### src/rtl/pipo_stereo_serializer_if.sv
// Parallel-in / serial-out bundle between the stereo capture stage and the serializer.
// Master drives the word pair and strobe; slave returns the serial lines and status.
interface pipo_stereo_serializer_if #(
   parameter int WIDTH = 16
);
   logic             Load;
   logic [WIDTH-1:0] DataL;
   logic [WIDTH-1:0] DataR;
   logic             FrameOut;
   logic             OutL;
   logic             OutR;
   logic             Busy;
   logic             Overrun;

   modport master (
      output Load, DataL, DataR,
      input  FrameOut, OutL, OutR, Busy, Overrun
   );

   modport slave (
      input  Load, DataL, DataR,
      output FrameOut, OutL, OutR, Busy, Overrun
   );
endinterface

### src/rtl/pipo_stereo_serializer.sv
// Serializes 16-bit left/right word pairs MSB-first with a frame-sync pulse on each MSB.
// One pending pair is buffered so back-to-back frames run without a gap.
module pipo_stereo_serializer #(
   parameter int WIDTH = 16
) (
   input logic                     Dclk,
   input logic                     Clear,
   pipo_stereo_serializer_if.slave bus
);
   localparam int BW = $clog2(WIDTH);
   localparam logic [BW-1:0] MSB_POS = BW'(WIDTH - 1);

   typedef enum logic {IDLE, SHIFT} state_e;

   state_e           state_q, state_d;
   logic [BW-1:0]    bitpos_q, bitpos_d;
   logic [WIDTH-1:0] shl_q, shl_d, shr_q, shr_d;
   logic [WIDTH-1:0] pend_l_q, pend_l_d, pend_r_q, pend_r_d;
   logic             pend_vld_q, pend_vld_d;
   logic             frame_q, frame_d;
   logic             busy_q, busy_d;
   logic             overrun_q, overrun_d;

   always_comb begin
      // NOTE: every _d starts as its _q so no branch can leave a value unassigned and infer a latch.
      state_d    = state_q;
      bitpos_d   = bitpos_q;
      shl_d      = shl_q;
      shr_d      = shr_q;
      pend_l_d   = pend_l_q;
      pend_r_d   = pend_r_q;
      pend_vld_d = pend_vld_q;
      overrun_d  = overrun_q;
      frame_d    = 1'b0;

      unique case (state_q)
         IDLE: begin
            if (bus.Load) begin
               shl_d    = bus.DataL;
               shr_d    = bus.DataR;
               bitpos_d = MSB_POS;
               frame_d  = 1'b1;
               state_d  = SHIFT;
            end
         end
         SHIFT: begin
            if (bitpos_q == '0) begin
               // Frame-end edge: the pending pair has priority over a fresh Load.
               if (pend_vld_q) begin
                  shl_d    = pend_l_q;
                  shr_d    = pend_r_q;
                  bitpos_d = MSB_POS;
                  frame_d  = 1'b1;
                  if (bus.Load) begin
                     pend_l_d = bus.DataL;
                     pend_r_d = bus.DataR;
                  end else begin
                     pend_vld_d = 1'b0;
                  end
               end else if (bus.Load) begin
                  shl_d    = bus.DataL;
                  shr_d    = bus.DataR;
                  bitpos_d = MSB_POS;
                  frame_d  = 1'b1;
               end else begin
                  shl_d    = '0;
                  shr_d    = '0;
                  bitpos_d = MSB_POS;
                  state_d  = IDLE;
               end
            end else begin
               shl_d    = shl_q << 1;
               shr_d    = shr_q << 1;
               bitpos_d = bitpos_q - BW'(1);
               if (bus.Load) begin
                  if (!pend_vld_q) begin
                     pend_l_d   = bus.DataL;
                     pend_r_d   = bus.DataR;
                     pend_vld_d = 1'b1;
                  end else begin
                     overrun_d = 1'b1;
                  end
               end
            end
         end
         default: state_d = IDLE;
      endcase

      busy_d = (state_d == SHIFT) | pend_vld_d;
   end

   // NOTE: state flops use non-blocking assignments so every flop samples pre-edge values.
   always_ff @(posedge Dclk) begin
      if (Clear) begin
         state_q    <= IDLE;
         bitpos_q   <= MSB_POS;
         shl_q      <= '0;
         shr_q      <= '0;
         pend_l_q   <= '0;
         pend_r_q   <= '0;
         pend_vld_q <= 1'b0;
         frame_q    <= 1'b0;
         busy_q     <= 1'b0;
         overrun_q  <= 1'b0;
      end else begin
         state_q    <= state_d;
         bitpos_q   <= bitpos_d;
         shl_q      <= shl_d;
         shr_q      <= shr_d;
         pend_l_q   <= pend_l_d;
         pend_r_q   <= pend_r_d;
         pend_vld_q <= pend_vld_d;
         frame_q    <= frame_d;
         busy_q     <= busy_d;
         overrun_q  <= overrun_d;
      end
   end

   assign bus.FrameOut = frame_q;
   assign bus.OutL     = shl_q[WIDTH-1];
   assign bus.OutR     = shr_q[WIDTH-1];
   assign bus.Busy     = busy_q;
   assign bus.Overrun  = overrun_q;
endmodule
### src/flat_wrapper.sv
// flat-port wrapper written by rule: the top's interface ports become plain ports
module pipo_stereo_serializer_flat 
#(
   parameter int WIDTH = 16
)
  (Dclk, Clear, bus_Load, bus_DataL, bus_DataR, bus_FrameOut, bus_OutL, bus_OutR, bus_Busy, bus_Overrun);
  pipo_stereo_serializer_if #(.WIDTH(WIDTH)) bus_i ();
  input logic Dclk;
  input logic Clear;
  input wire logic [$bits(bus_i.Load)-1:0] bus_Load;
  input wire logic [$bits(bus_i.DataL)-1:0] bus_DataL;
  input wire logic [$bits(bus_i.DataR)-1:0] bus_DataR;
  output wire logic [$bits(bus_i.FrameOut)-1:0] bus_FrameOut;
  output wire logic [$bits(bus_i.OutL)-1:0] bus_OutL;
  output wire logic [$bits(bus_i.OutR)-1:0] bus_OutR;
  output wire logic [$bits(bus_i.Busy)-1:0] bus_Busy;
  output wire logic [$bits(bus_i.Overrun)-1:0] bus_Overrun;
  assign bus_i.Load = bus_Load;
  assign bus_i.DataL = bus_DataL;
  assign bus_i.DataR = bus_DataR;
  assign bus_FrameOut = bus_i.FrameOut;
  assign bus_OutL = bus_i.OutL;
  assign bus_OutR = bus_i.OutR;
  assign bus_Busy = bus_i.Busy;
  assign bus_Overrun = bus_i.Overrun;
  pipo_stereo_serializer #(.WIDTH(WIDTH)) u_core (.Dclk(Dclk), .Clear(Clear), .bus(bus_i));
endmodule
### config.mk
export PLATFORM = sky130hd
export DESIGN_NAME = pipo_stereo_serializer_flat
export DESIGN_NICKNAME = d
export VERILOG_FILES = /design/src/rtl/pipo_stereo_serializer_if.sv /design/src/rtl/pipo_stereo_serializer.sv /design/src/flat_wrapper.sv
export SDC_FILE = /design/constraint.sdc
export NUM_CORES = 1
export LEC_CHECK = 0
export ABC_AREA = 1
export ABC_CLOCK_PERIOD_IN_PS = 1550
export CORE_MARGIN = 10
export CORE_UTILIZATION = 55
export DETAILED_ROUTE_END_ITERATION = 12
export PLACE_DENSITY = 0.78
export SYNTH_ARGS = -nofsm -noshare
export SYNTH_HDL_FRONTEND = slang
export SYNTH_SLANG_ARGS = --single-unit
### constraint.sdc
create_clock -name Dclk -period 1.55 [get_ports Dclk]
set_input_delay 0.31 -clock Dclk [delete_from_list [all_inputs] [get_ports Dclk]]
set_output_delay 0.31 -clock Dclk [all_outputs]
set_load 0.01 [all_outputs]
==> flow_summary.ini <==
[placed_design]
io_buffers = 39
dp_hpwl_um = 6040
place_congestion = 0.857
dp_cells = 625

[yosys]
synth_area_sq_mm = 0.00351
async_flop_share_pct = 0
yosysTopAreaCellShare_pct = 41.6
synth_edf_count = 0
synth_area_per_cell_sq_um = 6.86
ys_seq_area_share_pct = 41.6
synthCells = 512
yosys_warnings = 0
synth.area.top_cells = dfxtp_1 42%, nor2_1 12%, nand2_1 11%
syn_nets = 548
synth_most_common_cell = nor2_1
synth.cells.most_frequent = 108 x nor2_1, 106 x nand2_1, 73 x dfxtp_1
ys.flop_type = dfxtp_1
synth_top_cell_by_area = dfxtp_1
ys_seq_elements = 73
yosysUniqueCellTypes = 24

[worst_setup_path]
required_ps = 1240
crit_path_max_incr_delay_ps = 530
cp.arrival_ps = 1200
worstSetupStartpointType = flop
crit_end = bus_Busy
crit_type = reg -> out
worst-path-max-fanout = 1
path_buf_inv = 1
cp.depth = 1
slowest_stage = clkdlybuf4s50_1
reg2regPathDepth = 9
path_cells = clkdlybuf4s50_1
r2r_slack_ps = 90
cpLargestDelayFamily = buffers and inverters
r2r-end = u_core.shl_q[5]
worstSetupStartpoint = u_core.bus.Busy
end_kind = output port
regToRegStartpoint = u_core.bitpos_q[0]

[timing]
drv_slew = 0
finClkSkew_ps = 7.09
tightestPinTransition_ps = 440
rsz0062_at_grt = no
hold_viol_final = 0
timing.setup.tns_ps = 0
max_freq_ghz = 0.663
fin_crit_ps = 1510
setup_viol = 0
period_share_pct = 97.3
slew_headroom_pct = 70.6

[clocking]
ctsHoldBuffers = 0
cts_tree = done
cts_max_path_buffers = 2
path_clk_slew_ps = 80
numCtsBuffers = 9
cts_root_buffer = clkbuf_8
clk_latency_ps = 360
cts_htree_levels = 3
clock_sinks = 73

[pwr]
p_leak_nw = 1.80
pwr-share-comb_pct = 13.7
p_sw_share_pct = 25.4
p_clk_share_pct = 38.8
power_density_mw_per_mm2 = 981
p_switching_mw = 1.10
internal-power_mw = 3.22
ir_worst_vdd_mv = 0.595
seq_power_share_pct = 47.5

[final_layout]
drive_above_1_share_pct = 18.8
instances_no_fill = 647
diodes = 0
layout.nets = 601
syn2layout_area_growth_pct = 25.2

[global_routing]
antenna_found_initial = 0
busiest_layer = met2
use_met2_pct = 31.9
grt_util_all_layers_pct = 19.0
grt_max_degree = 28
grt_pass1_wl_um = 15700
met3_usage_pct = 4.19
use_met1_pct = 22.9
grt_overflow_total = 0
grt_pass1_vias = 3420

[floorplanning]
die_h_um = 99.9
coreArea_sq_mm = 0.00628
num_rows = 29
fp.dieW_um = 99.9
pin_count = 40
die-area_sq_mm = 0.00999
start_util_pct = 56.0

[drt]
wire_per_inst_um = 14.5
drt-initial-drc-count = 264
routed_wl_um = 9370
drc_errors = 0
vias = 3467
drtPass1Iterations = 4
ant_nets = 0
via_per_inst = 5.36

[outcome]
outcome = complete, no violations

[worst_hold_path]
hold_path.class = in -> reg

[job]
maxCapViolations = 0
-- flip-flops by register name (all words and copies together) (netlist names), 4 cells and up --
name and count:
u_core.bitpos_q 4, u_core.pend_l_q 16, u_core.pend_r_q 16, u_core.shl_q 16, u_core.shr_q 16
-- worst min path at each step --
stage | startpoint | endpoint | depth (start not counted) | slack, ps
after floorplan | u_core.bitpos_q[1] | u_core.bitpos_q[1] | 2 | 450
after global placement | u_core.bus.Overrun | u_core.bus.Overrun | 1 | 450
after detailed placement | u_core.bus.Overrun | u_core.bus.Overrun | 1 | 450
after CTS | Clear | u_core.pend_r_q[3] | 4 | 370
after global routing | Clear | u_core.shl_q[15] | 3 | 400
final | Clear | u_core.pend_r_q[4] | 4 | 390
-- cells in the final DEF (no fill, tap or decap) --
cell / n
nor2_1: 107
nand2_1: 102
dfxtp_1: 73
nand3_1: 64
clkdlybuf4s50_1: 35
o21ai_0: 33
buf_4: 32
nor2_2: 22
inv_1: 20
a21oi_2: 20
a21oi_1: 15
clkbuf_8: 14
o21ai_1: 6
nand2_2: 5
inv_2: 3
buf_12: 3
dlygate4sd2_1: 2
nor2_4: 1
nand2_8: 1
nand3_4: 1
a211o_1: 1
o21a_1: 1
nor3_1: 1
or2_1: 1
ha_4: 1
bufinv_16: 1
clkbuf_1: 1
nand2_4: 1
buf_2: 1
dlymetal6s2s_1: 1
buf_6: 1
-- worst min-delay path, cell delays in order --
cell     delay, ps
buf_2           90
inv_1          150
o21ai_0        120
nor2_1          40
-- layout make-up --
type | instances | area (sq um)
inverter | 23 | 86.3
clock buffer | 15 | 196
timing repair buffer | 75 | 697
multi-input combinational | 383 | 1830
sequential | 73 | 1460
tap | 77 | 96.3
fill | 525 | 1880
clock inverter | 1 | 30.0
-- power by group through the flow --
stage / logic (mW) / registers (mW) / clock network [mW]
after floorplan: 0.344 / 2.08 / 0
after global placement: 0.559 / 2.09 / 0
after detailed placement: 0.574 / 2.09 / 0
after CTS: 0.580 / 2.05 / 1.70
after global routing: 0.658 / 2.06 / 1.77
final: 0.590 / 2.05 / 1.68
-- routing by layer --
metal,routed length [um],up-vias
li1,-,1745
met3,717,16
met5,0,-
met1,3900,1590
met4,144,0
met2,4610,116
-- cells by family after synthesis --
family	share of synthesized area (%)
flops	41.6
simple gates	37.1
compound gates	13.1
fa+ha+maj	0.356
buf+inv	7.80
-- per-stage QoR --
stage	area [sq um]	hold slack (ps)	total power, mW	util (%)	worst slack, ps
6_report	4400	386	4.31	70.1	42.3
5_1_grt	4400	402	4.48	70.1	0.0940
4_1_cts	4360	373	4.32	69.5	7.91
3_5_place_dp	4080	454	2.66	65.0	-181
3_3_place_gp	4080	448	2.65	65.0	-119
2_1_floorplan	3510	448	2.42	-	185
-- timing repair --
action	CTS	global route
setup endpoints to repair	44	65
resized for setup	6	15
buffers inserted	5	0
pin swaps	2	1
gates cloned	0	1
Note: power is estimated with default switching activity, not from simulation.
